File: src/rtl/alu_op_sequencer.sv
// Moore control-step sequencer for one ALU instruction: Y load, ALU strobe, Z capture, writeback.
// Done is 4 cycles after the start cycle (5 for mul/div). start is only honoured in IDLE, so there is no backpressure.
module alu_op_sequencer #(
  parameter int REG_W = 4,
  parameter int OP_W  = 5
) (
  input  logic             i_clock,
  input  logic             i_clear,
  input  logic             i_start,
  input  logic [OP_W-1:0]  i_opcode,
  input  logic [REG_W-1:0] i_ra,
  input  logic [REG_W-1:0] i_rb,
  input  logic [REG_W-1:0] i_rc,
  output logic [REG_W-1:0] o_rsel,
  output logic             o_rout,
  output logic             o_yin,
  output logic [OP_W-1:0]  o_alu_control,
  output logic             o_alu_in,
  output logic             o_zin,
  output logic             o_zlo_out,
  output logic             o_zhi_out,
  output logic [REG_W-1:0] o_wsel,
  output logic             o_rin,
  output logic             o_lo_in,
  output logic             o_hi_in,
  output logic             o_busy,
  output logic             o_done,
  output logic             o_err
);

  typedef enum logic [2:0] {
    S_IDLE, S_ERR, S_LOADY, S_EXEC, S_WBLO, S_WBHI, S_DONE
  } state_t;

  localparam logic [OP_W-1:0] OP_ADD  = OP_W'(5'b00011);
  localparam logic [OP_W-1:0] OP_SUB  = OP_W'(5'b00100);
  localparam logic [OP_W-1:0] OP_AND  = OP_W'(5'b00101);
  localparam logic [OP_W-1:0] OP_OR   = OP_W'(5'b00110);
  localparam logic [OP_W-1:0] OP_SHR  = OP_W'(5'b00111);
  localparam logic [OP_W-1:0] OP_SHRA = OP_W'(5'b01000);
  localparam logic [OP_W-1:0] OP_SHL  = OP_W'(5'b01001);
  localparam logic [OP_W-1:0] OP_ROR  = OP_W'(5'b01010);
  localparam logic [OP_W-1:0] OP_ROL  = OP_W'(5'b01011);
  localparam logic [OP_W-1:0] OP_MUL  = OP_W'(5'b01111);
  localparam logic [OP_W-1:0] OP_DIV  = OP_W'(5'b10000);
  localparam logic [OP_W-1:0] OP_NEG  = OP_W'(5'b10001);
  localparam logic [OP_W-1:0] OP_NOT  = OP_W'(5'b10010);

  function automatic logic is_muldiv(input logic [OP_W-1:0] op);
    return (op == OP_MUL) || (op == OP_DIV);
  endfunction

  function automatic logic is_binary(input logic [OP_W-1:0] op);
    case (op)
      OP_ADD, OP_SUB, OP_AND, OP_OR, OP_MUL, OP_DIV: return 1'b1;
      default:                                       return 1'b0;
    endcase
  endfunction

  function automatic logic is_unary(input logic [OP_W-1:0] op);
    case (op)
      OP_SHR, OP_SHRA, OP_SHL, OP_ROR, OP_ROL, OP_NEG, OP_NOT: return 1'b1;
      default:                                                return 1'b0;
    endcase
  endfunction

  state_t           r_state;
  state_t           w_next;
  logic [OP_W-1:0]  r_op;
  logic [REG_W-1:0] r_ra;
  logic [REG_W-1:0] r_rb;
  logic [REG_W-1:0] r_rc;
  logic             w_legal;
  logic             w_accept;

  assign w_legal  = is_binary(i_opcode) || is_unary(i_opcode);
  assign w_accept = (r_state == S_IDLE) && i_start && w_legal;

  always_ff @(posedge i_clock) begin
    if (!i_clear) begin
      r_state <= S_IDLE;
      r_op    <= '0;
      r_ra    <= '0;
      r_rb    <= '0;
      r_rc    <= '0;
    end else begin
      r_state <= w_next;
      if (w_accept) begin
        r_op <= i_opcode;
        r_ra <= i_ra;
        r_rb <= i_rb;
        r_rc <= i_rc;
      end
    end
  end

  // Outputs depend only on r_state and the latched fields.
  always_comb begin
    w_next        = r_state;
    o_rsel        = '0;
    o_rout        = 1'b0;
    o_yin         = 1'b0;
    o_alu_control = '0;
    o_alu_in      = 1'b0;
    o_zin         = 1'b0;
    o_zlo_out     = 1'b0;
    o_zhi_out     = 1'b0;
    o_wsel        = '0;
    o_rin         = 1'b0;
    o_lo_in       = 1'b0;
    o_hi_in       = 1'b0;
    o_busy        = 1'b0;
    o_done        = 1'b0;
    o_err         = 1'b0;
    case (r_state)
      S_IDLE: begin
        if (i_start) w_next = w_legal ? S_LOADY : S_ERR;
      end
      S_ERR: begin
        o_err  = 1'b1;
        w_next = S_IDLE;
      end
      S_LOADY: begin
        o_rsel        = r_rb;
        o_rout        = 1'b1;
        o_yin         = 1'b1;
        o_busy        = 1'b1;
        o_alu_control = r_op;
        w_next        = S_EXEC;
      end
      S_EXEC: begin
        o_alu_control = r_op;
        o_alu_in      = 1'b1;
        o_zin         = 1'b1;
        o_busy        = 1'b1;
        if (is_binary(r_op)) begin
          o_rsel = r_rc;
          o_rout = 1'b1;
        end
        w_next = S_WBLO;
      end
      S_WBLO: begin
        o_zlo_out     = 1'b1;
        o_busy        = 1'b1;
        o_alu_control = r_op;
        if (is_muldiv(r_op)) begin
          o_lo_in = 1'b1;
          w_next  = S_WBHI;
        end else begin
          o_rin  = 1'b1;
          o_wsel = r_ra;
          w_next = S_DONE;
        end
      end
      S_WBHI: begin
        o_zhi_out     = 1'b1;
        o_hi_in       = 1'b1;
        o_busy        = 1'b1;
        o_alu_control = r_op;
        w_next        = S_DONE;
      end
      S_DONE: begin
        o_done        = 1'b1;
        o_busy        = 1'b1;
        o_alu_control = r_op;
        w_next        = S_IDLE;
      end
      default: w_next = S_IDLE;
    endcase
  end

endmodule

File: config.mk
export PLATFORM = sky130hd
export DESIGN_NAME = alu_op_sequencer
export DESIGN_NICKNAME = d
export VERILOG_FILES = /design/src/rtl/alu_op_sequencer.sv
export SDC_FILE = /design/constraint.sdc
export NUM_CORES = 1
export LEC_CHECK = 0
export ABC_CLOCK_PERIOD_IN_PS = 1500
export BUFFER_PORTS_ARGS = -buffer_cell sky130_fd_sc_hd__buf_2
export CAP_MARGIN = 40
export CORE_ASPECT_RATIO = 0.7
export CORE_MARGIN = 4
export CORE_UTILIZATION = 35
export CTS_BUF_LIST = sky130_fd_sc_hd__clkbuf_4 sky130_fd_sc_hd__clkbuf_8
export DETAILED_ROUTE_END_ITERATION = 6
export GPL_TIMING_DRIVEN = 0
export PLACE_DENSITY = 0.65
export SLEW_MARGIN = 20
export SYNTH_ARGS = -nofsm -noshare
export SYNTH_HDL_FRONTEND = slang
export SYNTH_SLANG_ARGS = --single-unit
export TNS_END_PERCENT = 10
File: constraint.sdc
create_clock -name i_clock -period 1.5 [get_ports i_clock]
set_input_delay 0.15 -clock i_clock [delete_from_list [all_inputs] [get_ports i_clock]]
set_output_delay 0.15 -clock i_clock [all_outputs]
set_load 0.02 [all_outputs]
==> run_results.csv <==
group,metric,value,unit
status,status,"finished, violations left",
status,violations,"setup timing",
clock_tree,clk_latency,0.26,ns
cells_and_area,antennaDiodeCount,0,
clock_tree,numCtsBuffers,3,
yosys,yosysSeqAreaShare,32.16,%
sta,min_period,1.938,ns
critical_path,r2r_cells,5,
yosys,netlist_instances,159,
drt,viasPerCell,4.946,
drt,topRoutingLayerUsed,"met4",
drt,wl_met1,1747,um
cells_and_area,instances_no_fill,257,
critical_path,arrival,1.79,ns
critical_path,criticalPathCategory,"reg2out",
sta,worst_pin_slew,0.5356,ns
clock_tree,htree_levels,1,
power,swShare,29.89,%
placed_design,dp_hpwl,2571,um
yosys,avgSynthCellArea,7.830,um^2
cells_and_area,syn_to_final_growth,42.11,%
yosys,synth_edf_count,0,
die,core-area,0.003276,mm^2
clock_tree,clkSinkCount,20,
clock_tree,cts_buffer_depth,2,
grt,grt_pass1_wl,5409,um
placed_design,pre_cts_slack,-0.2278,ns
drt,drc,0,
die,rows,17,
critical_path,slowest_stage,"or4_4",
yosys,async_reset_ff_share,0,%
drt,drt-initial-drc-count,71,
power,p_switching,0.4716,mW
drt,wire_per_inst,13.32,um
power,p_int,1.106,mW
drt,wl_met3,261,um
yosys,yosys_register_bits,20,
placed_design,place.gp.congestion,0.7972,
drt,wl_met2,1400,um
critical_path,endpoint_kind,"primary output",
grt,grt_max_degree,13,
power,p_seq_share,38.8,%
grt,antenna_found_initial,0,
worst_hold_path,hp-class,"in2reg",
critical_path,crit_chain,"or4_4, mux2_4, and3_4, buf_6",
critical_path,worstPathRequired,1.35,ns
power,p_total,1.578,mW
cells_and_area,nFillCells,337,
placed_design,place_area,0.001540,mm^2
critical_path,critPathLaunchType,"register",
power,comb_power_share,26.5,%
drt,route.vias.total,1271,
cells_and_area,final_util,54.01,%
cells_and_area,layout.nets,231,
placed_design,placed_cells,250,
yosys,synth_flop_cell,"dfxtp_1",
yosys,ys_warn_count,0,
cells_and_area,multiInputGateArea,820.8,um^2
sta,period_share,129.2,%
power,clkPwrFrac,34.7,%
sta,slew_violations,0,
critical_path,path_delay_family,"simple AND/OR/NAND/NOR gates",
drt,finalWirelength,3424,um
critical_path,cpPeakStageDelay,0.56,ns
cells_and_area,stdcell_area,0.001769,mm^2
power,peakVddDrop,0.0004551,V
yosys,synth_area,0.001245,mm^2
worst_hold_path,hold-path-cell-count,3,
placed_design,io_buffers,44,
critical_path,cp_max_fo,6,
clock_tree,cts_tree,"done",
flow_run,maxCapViolations,0,
die,die-area,0.004591,mm^2
power,p_per_area,891.8,mW/mm^2
sta,finalHoldViolations,0,
yosys,synth.distinct_cells,32,
clock_tree,root_buffer,"clkbuf_8",
die,dieHeight,57.90,um
grt,grt_pass1_vias,1147,
critical_path,crit_cells,4,
die,fp.dieW,79.29,um
die,start_util,38.01,%
critical_path,cp.buffers_inverters,1,
yosys,synthesis.nets,179,
grt,overflow,0,
sta,rsz0062_at_grt,"yes",
sta,slew-limit-headroom,64.29,%
sta,fmax,516.1,MHz
cells_and_area,drive_above_1_share,39.05,%
cells_and_area,register_area,415.4,um^2
sta,worst_slack,-0.4376,ns
power,leakage,0.7438,nW
clock_tree,path_clk_slew,0.08,ns
drt,antenna_left,0,
die,num_io_pins,45,
sta,skew,0.0008088,ns
sta,setup_violations,29,
drt,dr.pass1.iters,4,
grt,track_usage,14.89,%
-- final cells by class --
class | count | area share [%]
Buffer | 12 | 5.375
Clock buffer | 3 | 2.334
Clock inverter | 1 | 1.697
Inverter | 5 | 1.061
Multi-Input combinational cell | 122 | 46.39
Sequential cell | 20 | 23.48
Tap cell | 47 | 3.324
Timing Repair Buffer | 47 | 16.34
-- what timing repair did --
item                       CTS  global route
setup buffers                3             0
pin swaps                   12             1
hold buffers                 0             0
setup endpoints to repair   41            37
gates resized for setup     38             5
-- kinds of logic (layout without fill, tap and decap cells) --
| logic type | count (synthesis) | after routing | share of synthesized area (%) |
|---|---|---|---|
| AND/OR/NAND/NOR | 81 | 81 | 32.26 |
| AO/OA/AOI/OAI | 21 | 21 | 11.66 |
| flip-flops | 20 | 20 | 32.16 |
| multiplexers | 19 | 19 | 15.68 |
| buffers and inverters | 17 | 68 | 7.536 |
| XOR/XNOR | 1 | 1 | 0.7036 |
-- path summary, 6_finish.rpt --
check / start / slack [ns] / to
worst max-delay path: r_op[1] / -0.44 / o_wsel[3]
worst min-delay path: i_ra[3] / 0.12 / r_ra[3]
worst max register to register: r_op[1] / -0.24 / r_state[1]
worst min register to register: r_ra[2] / 0.46 / r_ra[2]
-- flip-flops by register name (all words and copies together) (netlist names) --
| name | count |
|---|---|
| r_rc | 4 |
| r_ra | 4 |
| r_state | 3 |
| r_op | 5 |
| r_rb | 4 |
-- tightest hold or removal path, cell delays in order --
cell	delay [ns]
buf_2	0.09
nand2_1	0.04
mux2i_1	0.05
-- routing by layer --
layer / global-route usage [%] / vias up
met5: 0 / -
met3: 4.503 / 2
met1: 21.71 / 576
li1: - / 652
met2: 21.94 / 41
met4: 2.206 / 0
-- per-stage QoR --
stage / setup TNS, ns / hold WS [ns]
finish: -5.971 / 0.1240
global route: -8.038 / 0.1154
CTS: -5.880 / 0.1168
detailed placement: -3.708 / 0.4053
global placement: -3.350 / 0.4025
floorplan: -0.7810 / 0.2921
-- power groups by stage --
stage	Combinational (mW)	Sequential [mW]	Clock, mW
finish	0.419	0.612	0.548
global route	0.455	0.616	0.581
CTS	0.414	0.611	0.561
detailed placement	0.369	0.622	0
global placement	0.366	0.622	0
floorplan	0.267	0.612	0
-- cells in the mapped netlist (2+ instances only) --
library cell  instances  area share, %
a21oi_1               5            2.0
and2_1                6            3.0
and3_1                5            2.5
buf_4                 3            1.8
clkbuf_1              6            1.8
dfxtp_1              20             32
inv_1                 4            1.2
mux2i_1              18             14
nand2_1              34             10
nand2b_1              6            3.0
nand3_1               9            3.6
nand4_1               5            2.5
nor2_1                8            2.4
nor3_1                4            1.6
o2111ai_1             2            1.4
o211ai_1              4            2.4
o21a_1                3            1.8
o21ai_1               3            1.2
-- layout by cell type, fill, tap and decap left out, types with 5 or more instances in the layout --
cell      Yosys  routed
and2_1        6       6
buf_2         0      33
buf_4         3      11
buf_6         1       8
dfxtp_1      20      16
mux2i_1      18      18
nand2_1      34      34
nand2b_1      6       6
nand3_1       9       8
nand4_1       5       5
Note: power is estimated with default switching activity, not from simulation.
